==> config.mk <==
export PLATFORM = sky130hd
export DESIGN_NAME = uart_rx_mmio
export DESIGN_NICKNAME = d
export VERILOG_FILES = /design/src/rtl/uart_rx_mmio_pkg.sv /design/src/rtl/uart_rx_fifo.sv /design/src/rtl/uart_rx_mmio.sv
export SDC_FILE = /design/constraint.sdc
export NUM_CORES = 1
export LEC_CHECK = 0
export ABC_AREA = 0
export BUFFER_PORTS_ARGS = -buffer_cell sky130_fd_sc_hd__buf_2
export CORE_ASPECT_RATIO = 0.7
export CORE_MARGIN = 4
export CORE_UTILIZATION = 25
export CTS_BUF_LIST = sky130_fd_sc_hd__clkbuf_4
export CTS_CLUSTER_DIAMETER = 60
export DETAILED_ROUTE_END_ITERATION = 16
export GPL_TIMING_DRIVEN = 0
export PLACE_DENSITY = 0.47
export REMOVE_ABC_BUFFERS = 1
export SKIP_CTS_REPAIR_TIMING = 1
export SLEW_MARGIN = 20
export SYNTH_ARGS = -nofsm -noshare
export SYNTH_HDL_FRONTEND = slang
export SYNTH_SLANG_ARGS = --single-unit
export TNS_END_PERCENT = 20
==> constraint.sdc <==
create_clock -name clk -period 3.5 [get_ports clk]
set_input_delay 0.525 -clock clk [delete_from_list [all_inputs] [get_ports clk]]
set_output_delay 0.525 -clock clk [all_outputs]
set_load 0.03 [all_outputs]
==> src/rtl/uart_rx_mmio_pkg.sv <==
// Shared UART receive definitions: MMIO addresses, status-word bit positions, width helper.
// Optional 8E1 framing is enabled by defining UART_RX_PARITY_EN.
package uart_rx_mmio_pkg;

    localparam logic [31:0] UART_ADDR         = 32'h0000_4000;
    localparam logic [31:0] UART_RX_DATA_ADDR = 32'h0000_4004;
    localparam logic [31:0] UART_RX_STAT_ADDR = 32'h0000_4008;

    // Bit positions inside the word returned from UART_RX_STAT_ADDR.
    localparam int STAT_RX_VALID   = 0;
    localparam int STAT_RX_BUSY    = 1;
    localparam int STAT_FRAME_ERR  = 2;
    localparam int STAT_OVERRUN    = 3;
    localparam int STAT_PARITY_ERR = 4;
    localparam int STAT_W          = 5;

    function automatic int width_of(input int n);
        return (n > 1) ? $clog2(n) : 1;
    endfunction

endpackage

==> src/rtl/uart_rx_fifo.sv <==
// Synchronous show-ahead FIFO: dout always presents the head entry.
// A pop on an empty FIFO is ignored; a push while full is accepted only alongside a pop.
module uart_rx_fifo #(
    parameter int DEPTH = 4,
    parameter int WIDTH = 8
) (
    input  logic                     clk,
    input  logic                     nrst,
    input  logic                     push,
    input  logic                     pop,
    input  logic [WIDTH-1:0]         din,
    output logic [WIDTH-1:0]         dout,
    output logic [$clog2(DEPTH):0]   count,
    output logic                     full,
    output logic                     empty
);

    localparam int PTR_W = $clog2(DEPTH);

    logic [WIDTH-1:0] mem [DEPTH];
    logic [PTR_W-1:0] wr_ptr;
    logic [PTR_W-1:0] rd_ptr;
    logic [PTR_W:0]   cnt;
    logic             do_push;
    logic             do_pop;

    assign empty   = (cnt == '0);
    assign full    = (cnt == (PTR_W+1)'(DEPTH));
    assign do_pop  = pop & ~empty;
    assign do_push = push & (~full | do_pop);
    assign dout    = mem[rd_ptr];
    assign count   = cnt;

    always_ff @(posedge clk or negedge nrst) begin
        if (!nrst) begin
            wr_ptr <= '0;
            rd_ptr <= '0;
            cnt    <= '0;
            // NOTE: storage is cleared too so a reset leaves no stale byte anywhere in the block.
            for (int i = 0; i < DEPTH; i++) mem[i] <= '0;
        end else begin
            if (do_push) begin
                mem[wr_ptr] <= din;
                wr_ptr      <= wr_ptr + 1'b1;
            end
            if (do_pop) rd_ptr <= rd_ptr + 1'b1;
            case ({do_push, do_pop})
                2'b10:   cnt <= cnt + 1'b1;
                2'b01:   cnt <= cnt - 1'b1;
                default: cnt <= cnt;
            endcase
        end
    end

endmodule

==> src/rtl/uart_rx_mmio.sv <==
// Oversampling serial receiver feeding a show-ahead FIFO popped by MMIO loads.
// Frame is 8N1 by default; defining UART_RX_PARITY_EN switches to 8E1 with a live parity_err.
module uart_rx_mmio
    import uart_rx_mmio_pkg::*;
#(
    parameter int CLK_HZ     = 125_000_000,
    parameter int BAUD       = 115200,
    parameter int FIFO_DEPTH = 4
) (
    input  logic                          clk,
    input  logic                          nrst,
    input  logic                          uart_rx,
    input  logic                          rd_en,
    input  logic                          err_clr,
    output logic [7:0]                    rd_data,
    output logic                          rx_valid,
    output logic [$clog2(FIFO_DEPTH):0]   rx_count,
    output logic                          rx_busy,
    output logic                          frame_err,
    output logic                          overrun,
    output logic                          parity_err
);

    localparam int DIV   = CLK_HZ / BAUD;
    localparam int HALF  = DIV / 2;
    localparam int CNT_W = width_of(DIV);

    typedef enum logic [2:0] {
        S_IDLE, S_START, S_DATA, S_PARITY, S_STOP, S_BRK
    } state_t;

    logic             rx_meta, rx_s;
    state_t           state_q, state_d;
    logic [CNT_W-1:0] cnt_q, cnt_d;
    logic [2:0]       bit_q, bit_d;
    logic [7:0]       shreg_q, shreg_d;
    logic             tick;
    logic             push, frame_set, overrun_set;
    logic             frame_err_q, overrun_q;
    logic [7:0]       fifo_dout;
    logic             fifo_full, fifo_empty;

    // The line idles high, so the synchronizer resets to 1 to avoid a false start bit.
    always_ff @(posedge clk or negedge nrst) begin
        if (!nrst) begin
            rx_meta <= 1'b1;
            rx_s    <= 1'b1;
        end else begin
            // NOTE: non-blocking assignments make the two flops a real two-stage chain.
            rx_meta <= uart_rx;
            rx_s    <= rx_meta;
        end
    end

    assign tick = (cnt_q == '0);

    always_ff @(posedge clk or negedge nrst) begin
        if (!nrst) begin
            state_q <= S_IDLE;
            cnt_q   <= '0;
            bit_q   <= '0;
            shreg_q <= '0;
        end else begin
            state_q <= state_d;
            cnt_q   <= cnt_d;
            bit_q   <= bit_d;
            shreg_q <= shreg_d;
        end
    end

`ifdef UART_RX_PARITY_EN
    logic parity_set;
    logic parity_err_q;
`endif

    always_comb begin
        // NOTE: every output of this block gets a default first, so no path can infer a latch.
        state_d   = state_q;
        cnt_d     = tick ? CNT_W'(DIV - 1) : cnt_q - 1'b1;
        bit_d     = bit_q;
        shreg_d   = shreg_q;
        push      = 1'b0;
        frame_set = 1'b0;
`ifdef UART_RX_PARITY_EN
        parity_set = 1'b0;
`endif
        case (state_q)
            S_IDLE: begin
                if (!rx_s) begin
                    state_d = S_START;
                    cnt_d   = CNT_W'(HALF - 1);
                end
            end
            S_START: begin
                if (tick) begin
                    if (!rx_s) begin
                        state_d = S_DATA;
                        bit_d   = '0;
                    end else begin
                        state_d = S_IDLE;
                    end
                end
            end
            S_DATA: begin
                if (tick) begin
                    shreg_d = {rx_s, shreg_q[7:1]};
                    bit_d   = bit_q + 1'b1;
                    if (bit_q == 3'd7) begin
`ifdef UART_RX_PARITY_EN
                        state_d = S_PARITY;
`else
                        state_d = S_STOP;
`endif
                    end
                end
            end
`ifdef UART_RX_PARITY_EN
            S_PARITY: begin
                if (tick) begin
                    parity_set = (rx_s != ^shreg_q);
                    state_d    = S_STOP;
                end
            end
`endif
            S_STOP: begin
                if (tick) begin
                    if (rx_s) begin
                        push    = 1'b1;
                        state_d = S_IDLE;
                    end else begin
                        frame_set = 1'b1;
                        state_d   = S_BRK;
                    end
                end
            end
            // Hold off until the line returns high so a long break yields one error, not many.
            S_BRK: begin
                if (rx_s) state_d = S_IDLE;
            end
            default: state_d = S_IDLE;
        endcase
    end

    uart_rx_fifo #(
        .DEPTH (FIFO_DEPTH),
        .WIDTH (8)
    ) u_fifo (
        .clk   (clk),
        .nrst  (nrst),
        .push  (push),
        .pop   (rd_en),
        .din   (shreg_q),
        .dout  (fifo_dout),
        .count (rx_count),
        .full  (fifo_full),
        .empty (fifo_empty)
    );

    // A pop in the same cycle makes room, so only an unpaired push into a full FIFO is lost.
    assign overrun_set = push & fifo_full & ~rd_en;

    always_ff @(posedge clk or negedge nrst) begin
        if (!nrst) begin
            frame_err_q <= 1'b0;
            overrun_q   <= 1'b0;
        end else begin
            frame_err_q <= frame_set   | (frame_err_q & ~err_clr);
            overrun_q   <= overrun_set | (overrun_q   & ~err_clr);
        end
    end

`ifdef UART_RX_PARITY_EN
    always_ff @(posedge clk or negedge nrst) begin
        if (!nrst) parity_err_q <= 1'b0;
        else       parity_err_q <= parity_set | (parity_err_q & ~err_clr);
    end
    assign parity_err = parity_err_q;
`else
    assign parity_err = 1'b0;
`endif

    assign rd_data   = fifo_empty ? 8'h00 : fifo_dout;
    assign rx_valid  = ~fifo_empty;
    assign rx_busy   = (state_q != S_IDLE);
    assign frame_err = frame_err_q;
    assign overrun   = overrun_q;

endmodule
* Word-level counts from Yosys, hierarchy flattened *
Index checks and enable logic that the tools add are counted.

word-level totals
  output and inout port bits = 16
  logic and storage cells = 94
  flip-flop bits (word level) = 68

cells by class
  order comparisons = 3
  bitwise logic cells = 15
  reductions and logical operators = 10
  add/subtract/negate cells = 6
  mux-type cells = 30
  eq/ne operators = 15

operators with widths
  cell                                                                  number
  11-bit 2-to-1 mux                                                     3
  32-bit bitwise mux                                                    1
  8-bit 2-to-1 mux                                                      4
  3-bit 2-to-1 mux                                                      10
  8-bit binary-select mux with 2-bit select                             1
  8-bit demux with 2-bit select                                         1
  3-bit one-hot mux with 5 select lines                                 1
  2-bit != test, second input constant                                  7
  3-bit == test, second input constant                                  4
  3-bit one-hot mux with 2 select lines                                 2
  11-bit logical NOT                                                    1
  11-bit by 1-bit subtractor with 11-bit output, second input constant  1
  3-bit by 1-bit adder with 3-bit output, second input constant         2
  1-bit AND                                                             6
  3-bit >= comparator, second input constant                            2
  3-bit logical NOT                                                     2
  1-bit 2-to-1 mux                                                      6
  2-bit NOT with 3-bit output                                           2
  6-bit AND reduction                                                   1
  2-bit by 1-bit adder with 2-bit output, second input constant         2
  1-bit NOT                                                             4
  4-bit AND reduction                                                   1
  2-bit nonzero test                                                    2
  3-bit by 1-bit == test with 1-bit output, second input constant       1
  other kinds (10)                                                      12

* Logic depth before layout (Yosys ltp) *
Gate-level depths: netlist of the first run.

  depth in word-level cells = 7
  gate-level depth with buffers = 12

* By module *
Synthesis of the first run repeated with hierarchy kept, for this count alone.

unflattened totals
  cell total of the unflattened synthesis = 244
  area, all modules = 3230.6 um2

modules (own cells, without submodules)
  module        times used  cells an instance  sequential area each (um2)  area an instance (um2)
  uart_rx_fifo  1           115                975.9                       1801.7
  uart_rx_mmio  1           129                728.2                       1428.9

* Worst setup path after synthesis of the first run *
No wires, ideal clock.

  kind = register -> register
  start = reg cnt_q[0]
  end = reg u_fifo.cnt[2], in the netlist u_fifo.count[2]
  data required time = 3364 ps
  stages on the path, launching flop included = 13
  buffers on the path = 1
  slack = 762 ps
  arrival = 2602 ps
  path through = dfrtp_1 > inv_1 > ha_1 > or3b_1 > or4_1 > buf_2 > nand2b_1 > ha_1 > inv_1 > fa_1 > xor2_1 > nor2_1 > xor2_1

between the ends
  word-level cells in the longest chain between the ends = 6
  elaborated cells between the ends (all ways) = 8
  classes of those cells = eq/ne (2); mux (3); bitwise (1); reduce/logical (2)

ends and longest elaborated chain
  what                                                                         RTL line             source
  start: declaration                                                           uart_rx_mmio.sv:34   logic [CNT_W-1:0] cnt_q, cnt_d;
  start signal: assignment                                                     uart_rx_mmio.sv:65   cnt_q <= cnt_d;
  11-bit logical NOT *                                                         uart_rx_mmio.sv:55   assign tick = (cnt_q == '0);
  1-bit 2-to-1 mux *                                                           uart_rx_mmio.sv:126  if (tick) begin
  1-bit 2-to-1 mux *                                                           uart_rx_mmio.sv:87   case (state_q)
  1-bit AND *                                                                  uart_rx_fifo.sv:30   assign do_push = push & (~full | do_pop);
  2-bit by 1-bit == test with 1-bit output or 2-bit == test (tied branches)    uart_rx_fifo.sv:47   case ({do_push, do_pop})
  3-bit one-hot mux with 2 select lines or 2-bit nonzero test (tied branches)  --
  end signal: assignment                                                       uart_rx_fifo.sv:48   2'b10: cnt <= cnt + 1'b1;
  end signal: assignment                                                       uart_rx_fifo.sv:49   2'b01: cnt <= cnt - 1'b1;
  end signal: assignment                                                       uart_rx_fifo.sv:50   default: cnt <= cnt;
  end: declaration                                                             uart_rx_fifo.sv:23   logic [PTR_W:0] cnt;

Mark *: on every way between the ends. The rest lies on a longest branch, timed or not.
A chain may end at the register's enable or synchronous reset.

* Worst setup path in the final report of the first run *
Ends and elaborated chain as after synthesis.

==> metrics.yaml, run 1 <==
yosys:
  netlist_instances: 246
  ys_types: 38
  synth_edf_count: 0
  post_synth.cell_area_avg_um2: 12.9
  yosys-top-cells-area: "dfrtp_1, mux2_2, mux4_2, ha_1, xnor2_1"
  yosys.area.top_type: "dfrtp_1"
  ys_seq_elements: 68
  yosysTopAreaCellShare_pct: 51.9
  synth_area_um2: 3180
  async_flop_share_pct: 100
  yosysSeqAreaShare_pct: 53.6
  synth_top_flop_cell: "dfrtp_1"
  ys.warnings.count: 0
cells_and_area:
  nets: 281
  area_delta_synth_final_pct: 13.3
  final_common_cell: "dfrtp_1"
  seq_area_um2: 1700
  multiInputGateArea_um2: 1390
  diodes: 0
  final_layout_size_suffix_gt1_share_pct: 33.6
  final_cell_mix: "dfrtp_1, mux2_2, buf_2"
  fill_cells: 1277
outcome:
  status: "complete, no violations"
placed_design:
  io_buffers: 19
  routabilityCongestion: 0.748
  dp_hpwl_um: 4140
detailed_routing:
  drt-pass1-iter-count: 4
  wirelength_um: 5960
  drtIter0Drc: 68
  viasPerCell: 4.25
  ant_nets: 0
  wl_per_cell_um: 13.8
  vias: 1841
  drt_drc_violations_left: 0
clock_network:
  path_clk_slew_ps: 120
  cts.sinks: 68
  cts_buffers: 9
  cts_max_level: 3
  cts_buffer_depth: 2
  tritoncts: "built"
  clock_latency_ps: 400
  root_buffer: "clkbuf_4"
power_and_ir_drop:
  p_int_uw: 1210
  p_leak_uw: 0.00166
  vdd_drop_max_mv: 0.317
  pwr_density_cell_nw_per_um2: 471
  power_switching_uw: 486
  p_comb_share_pct: 13.5
  seqPwrFrac_pct: 53.3
  sw_frac_of_total_pct: 28.7
  p_clk_share_pct: 33.2
  p_total_uw: 1700
floorplanning:
  rows: 34
  core_um2: 12400
  die_area_um2: 14600
  start_util_pct: 25.6
  die_y_um: 102
  num_io_pins: 21
  die_w_um: 143
critical_path:
  reg2regPathDepth: 11
  cp_cell_sequence: "inv_1 -> ha_1 -> or3b_1 -> or4_1 -> nand2b_1 -> ha_1 -> inv_1 -> fa_1 -> xor2_1 -> nor2_1 -> xor2_1"
  timing.rr.start: "cnt_q[0]"
  crit_slowest_cell: "or4_1"
  crit_path_start: "cnt_q[0]"
  cp.required_ps: 3800
  worstPathArrival_ps: 3320
  crit_fanout: 9
  rrSetupSlack_ps: 480
  critPathLaunchType: "register"
  path_class: "register to register"
  max_stage_delay_ps: 690
  endpoint_kind: "register"
  endpoint: "u_fifo.count[2]"
  r2r-end: "u_fifo.count[2]"
min_path:
  hold_path.class: "input pin to asynchronous set/reset pin"
flow_run:
  maxCapViolations: 0
timing:
  period_needed_ps: 3020
  relSlewSlack_pct: 32.1
  fin_worst_skew_ps: 19.8
  hold_viol: 0
  setup_viol: 0
  rsz0062_at_grt: "no"
  period_share_pct: 86.3
  final_max_slew_viol_count: 0
  fmax_mhz: 331
  fin_setup_tns_ps: 0
  worst_pin_slew_ps: 1010
global_route:
  antenna_found_initial: 0
  grt.met1_usage_pct: 12.6
  gr-usage-met2_pct: 13.3
  track_usage_pct: 8.95
  grt_pass1_wl_um: 10100
  grt_pass1_vias: 1928
  top_usage_layer: "met2"
  use_met3_pct: 2.39
  grt_max_degree: 39
  grt.overflow.total: 0
-- cell usage after synthesis, types with 3 or more instances --
cell type / count
dfrtp_1: 66
mux2_2: 41
nand2_1: 17
nor2_1: 12
and2_1: 9
inv_1: 9
ha_1: 8
mux4_2: 8
xnor2_1: 8
nor3_1: 6
xor2_1: 6
clkbuf_1: 5
nand3_2: 5
a21oi_1: 4
nand2b_1: 4
o21ai_0: 4
or3_1: 4
nor4_1: 3
-- final cells by class --
class / count / share of cell area (%)
flip-flops and latches: 68 / 47.3
repair buffers: 20 / 3.27
clock inverters: 5 / 2.15
inverters: 9 / 0.938
multi-input cells: 159 / 38.6
well taps: 162 / 5.63
clock buffers: 10 / 2.08
-- state kept, by name (all words and copies together), names as in the netlist --
signal	flops
bit_q	3
cnt_q	11
frame_err	1
overrun	1
rx_meta	1
rx_s	1
shreg_q	8
state_q	3
u_fifo.count	3
u_fifo.mem	32
u_fifo.rd_ptr	2
u_fifo.wr_ptr	2
-- layer usage --
layer | up-vias | wire length, um | share of wire (%)
li1 | 906 | - | -
met5 | - | 0 | 0
met1 | 897 | 3060 | 51
met2 | 30 | 2600 | 44
met3 | 8 | 220 | 3.7
met4 | 0 | 81 | 1.4
-- power by group through the flow --
| stage | logic [uW] | registers [uW] | clock network, uW |
|---|---|---|---|
| global placement | 230 | 921 | 0 |
| floorplan | 131 | 927 | 0 |
| finish | 230 | 903 | 563 |
| CTS | 237 | 906 | 591 |
| detailed placement | 235 | 921 | 0 |
| global route | 256 | 918 | 628 |
-- through the flow --
| stage | std cells | util [%] | hold slack (ps) | worst slack [ps] | cell area [um2] |
|---|---|---|---|---|---|
| floorplan | 236 | - | 229 | 739 | 3130 |
| global placement | 417 | 27.6 | 347 | 496 | 3430 |
| detailed placement | 418 | 27.8 | 347 | 473 | 3450 |
| CTS | 433 | 29.0 | 33.6 | 480 | 3600 |
| global route | 433 | 29.0 | 27.1 | 298 | 3600 |
| finish | 433 | 29.0 | 46.7 | 479 | 3600 |
-- critical path: cells and delay by family (launching register included) --
family / cells / cell delay (ps)
XOR/XNOR: 2 / 290
adder cells (fa/ha/maj): 3 / 620
buffers and inverters: 2 / 150
flip-flops: 1 / 440
AND/OR/NAND/NOR: 4 / 1440
-- cell families after synthesis --
| family | Yosys count | synth area share [%] |
|---|---|---|
| compound gates | 16 | 3.19 |
| xor+xnor | 14 | 3.86 |
| other cells | 1 | 0.118 |
| buf+inv | 19 | 2.68 |
| fa+ha+maj | 9 | 3.78 |
| simple gates | 70 | 12.6 |
| flops | 68 | 53.6 |
| mux | 49 | 20.2 |
-- worst min path at each step --
stage / depth (start not counted) / startpoint / endpoint / slack (ps)
floorplan: 0 / nrst / bit_q[0] / 230
global placement: 0 / rx_meta / rx_s / 350
detailed placement: 0 / rx_meta / rx_s / 350
CTS: 1 / nrst / cnt_q[1] / 30
global route: 1 / nrst / cnt_q[1] / 30
finish: 1 / nrst / state_q[0] / 50
Power figures use the tool's default switching activity.
==> run 2: changes to the inputs <==
--- a/config.mk
+++ b/config.mk
@@ -9,12 +9,12 @@
 export BUFFER_PORTS_ARGS = -buffer_cell sky130_fd_sc_hd__buf_2
 export CORE_ASPECT_RATIO = 0.7
 export CORE_MARGIN = 4
-export CORE_UTILIZATION = 25
+export CORE_UTILIZATION = 41
 export CTS_BUF_LIST = sky130_fd_sc_hd__clkbuf_4
 export CTS_CLUSTER_DIAMETER = 60
 export DETAILED_ROUTE_END_ITERATION = 16
 export GPL_TIMING_DRIVEN = 0
-export PLACE_DENSITY = 0.47
+export PLACE_DENSITY = 0.65
 export REMOVE_ABC_BUFFERS = 1
 export SKIP_CTS_REPAIR_TIMING = 1
 export SLEW_MARGIN = 20
==> metrics.yaml, run 2 (synthesized netlist as in run 1, its figures left out) <==
detailed_routing:
  vias: 1868  # +1.5%
  drtIter0Drc: 79  # +16%
  viasPerCell: 5.04  # +18%
  drt-pass1-iter-count: 4  # unchanged
  wirelength_um: 5480  # -8.1%
  drt_drc_violations_left: 0  # unchanged
  wl_per_cell_um: 14.8  # +7.3%
  ant_nets: 0  # unchanged
timing:
  period_needed_ps: 2980  # -43.3 ps
  hold_viol: 0  # unchanged
  fin_setup_tns_ps: 0  # unchanged
  rsz0062_at_grt: "no"
  final_max_slew_viol_count: 0  # unchanged
  fin_worst_skew_ps: 8.00  # -11.8 ps
  setup_viol: 0  # unchanged
  fmax_mhz: 336  # +1.5%
  relSlewSlack_pct: 44.1  # +12 points
  period_share_pct: 85.1  # -1.2 points
  worst_pin_slew_ps: 832  # -179 ps
floorplanning:
  core_um2: 7420  # -40%
  num_io_pins: 21  # unchanged
  start_util_pct: 42.9  # +17 points
  rows: 26  # -24%
  die_area_um2: 9250  # -37%
  die_w_um: 113  # -21%
  die_y_um: 81.7  # -20%
cells_and_area:
  diodes: 0  # unchanged
  largest_reg_flops: 32  # unchanged
  final_common_cell: "dfrtp_1"
  area_delta_synth_final_pct: 10.8
  final_layout_size_suffix_gt1_share_pct: 33.3  # -0.25 points
  fill_cells: 684  # -46%
  multiInputGateArea_um2: 1400  # +0.36%
  largest_register: "u_fifo.mem"
  final_cell_mix: "dfrtp_1, mux2_2, buf_2"
  top_regs: "u_fifo.mem x32, cnt_q x11, shreg_q x8"
  nets: 282  # +0.36%
  seq_area_um2: 1700  # unchanged
flow_run:
  maxCapViolations: 0  # unchanged
power_and_ir_drop:
  pwr_density_cell_nw_per_um2: 461  # -2.1%
  p_leak_uw: 0.00166  # -0.13%
  vdd_drop_max_mv: 0.342  # +7.9%
  p_total_uw: 1620  # -4.2%
clock_network:
  cts_max_level: 3  # unchanged
  cts_buffers: 9  # unchanged
  path_clk_slew_ps: 100  # -20 ps
  cts_buffer_depth: 2  # unchanged
  tritoncts: "built"
  root_buffer: "clkbuf_4"
  cts.sinks: 68  # unchanged
  clock_latency_ps: 390  # about the same
critical_path:
  crit_family: "simple AND/OR/NAND/NOR gates"
  crit_fanout: 9  # unchanged
  max_stage_delay_ps: 670  # -20 ps
  path_class: "register to register"
  endpoint_kind: "register"
  path_buf_inv: 2  # unchanged
  cp_cell_sequence: "inv_1 -> ha_1 -> or3b_1 -> or4_1 -> nand2b_1 -> ha_1 -> inv_1 -> fa_1 -> o21ai_0"
  critPathLaunchType: "register"
  worstPathArrival_ps: 3290  # -30 ps
  cp.required_ps: 3820  # +20 ps
  crit_slowest_cell: "or4_1"
placed_design:
  dp_hpwl_um: 3790  # -8.6%
  routabilityCongestion: 0.775  # +3.7%
  io_buffers: 19  # unchanged
global_route:
  grt.overflow.total: 0  # unchanged
  track_usage_pct: 13.6  # +4.7 points
  antenna_found_initial: 0  # unchanged
  grt_pass1_wl_um: 9740  # -3.5%
  grt_max_degree: 51  # +31%
  grt_pass1_vias: 1941  # +0.67%
min_path:
  hold_path.class: "input pin to register"
outcome:
  status: "complete, no violations"
[run 2: area by class of cell]
class	instances	share of cell area (%)
Sequential cell	68	48.4
Multi-Input combinational cell	159	39.6
Timing Repair Buffer	21	3.84
Tap cell	98	3.48
Clock buffer	12	2.56
Clock inverter	4	1.17
Inverter	9	0.959
[run 2: where the power goes]
part           internal [uW]  switching [uW]
Combinational            101             127
Clock                    236             257
Sequential               818            84.5
[run 2: path summary, 6_finish.rpt]
path	startpoint	cells after the start	endpoint	slack [ps]
setup / recovery	cnt_q[0]	9	u_fifo.count[1]	520
hold / removal	uart_rx	1	rx_meta	230
hold reg to reg	rx_meta	0	rx_s	360
min in group asynchronous	nrst	2	shreg_q[5]	550
max in group asynchronous	nrst	3	u_fifo.count[0]	2440
setup reg to reg	cnt_q[0]	9	u_fifo.count[1]	520
[run 2: per-stage QoR]
step / setup slack, ps / instances / area, um2 / util [%] / hold slack [ps]
2_1_floorplan: 739 / 236 / 3130 / - / 229
3_3_place_gp: 532 / 353 / 3350 / 45.1 / 346
3_5_place_dp: 521 / 354 / 3380 / 45.5 / 347
4_1_cts: 505 / 370 / 3510 / 47.3 / -19.3
5_1_grt: 240 / 371 / 3520 / 47.5 / 183
6_report: 523 / 371 / 3520 / 47.5 / 228
[run 2: layer usage]
layer	wire length (um)	up-vias	global-route usage [%]
met5	0	-	0
met4	49	0	4.32
met3	230	4	4.20
met2	2340	32	20.2
met1	2860	924	19.3
li1	-	908	-
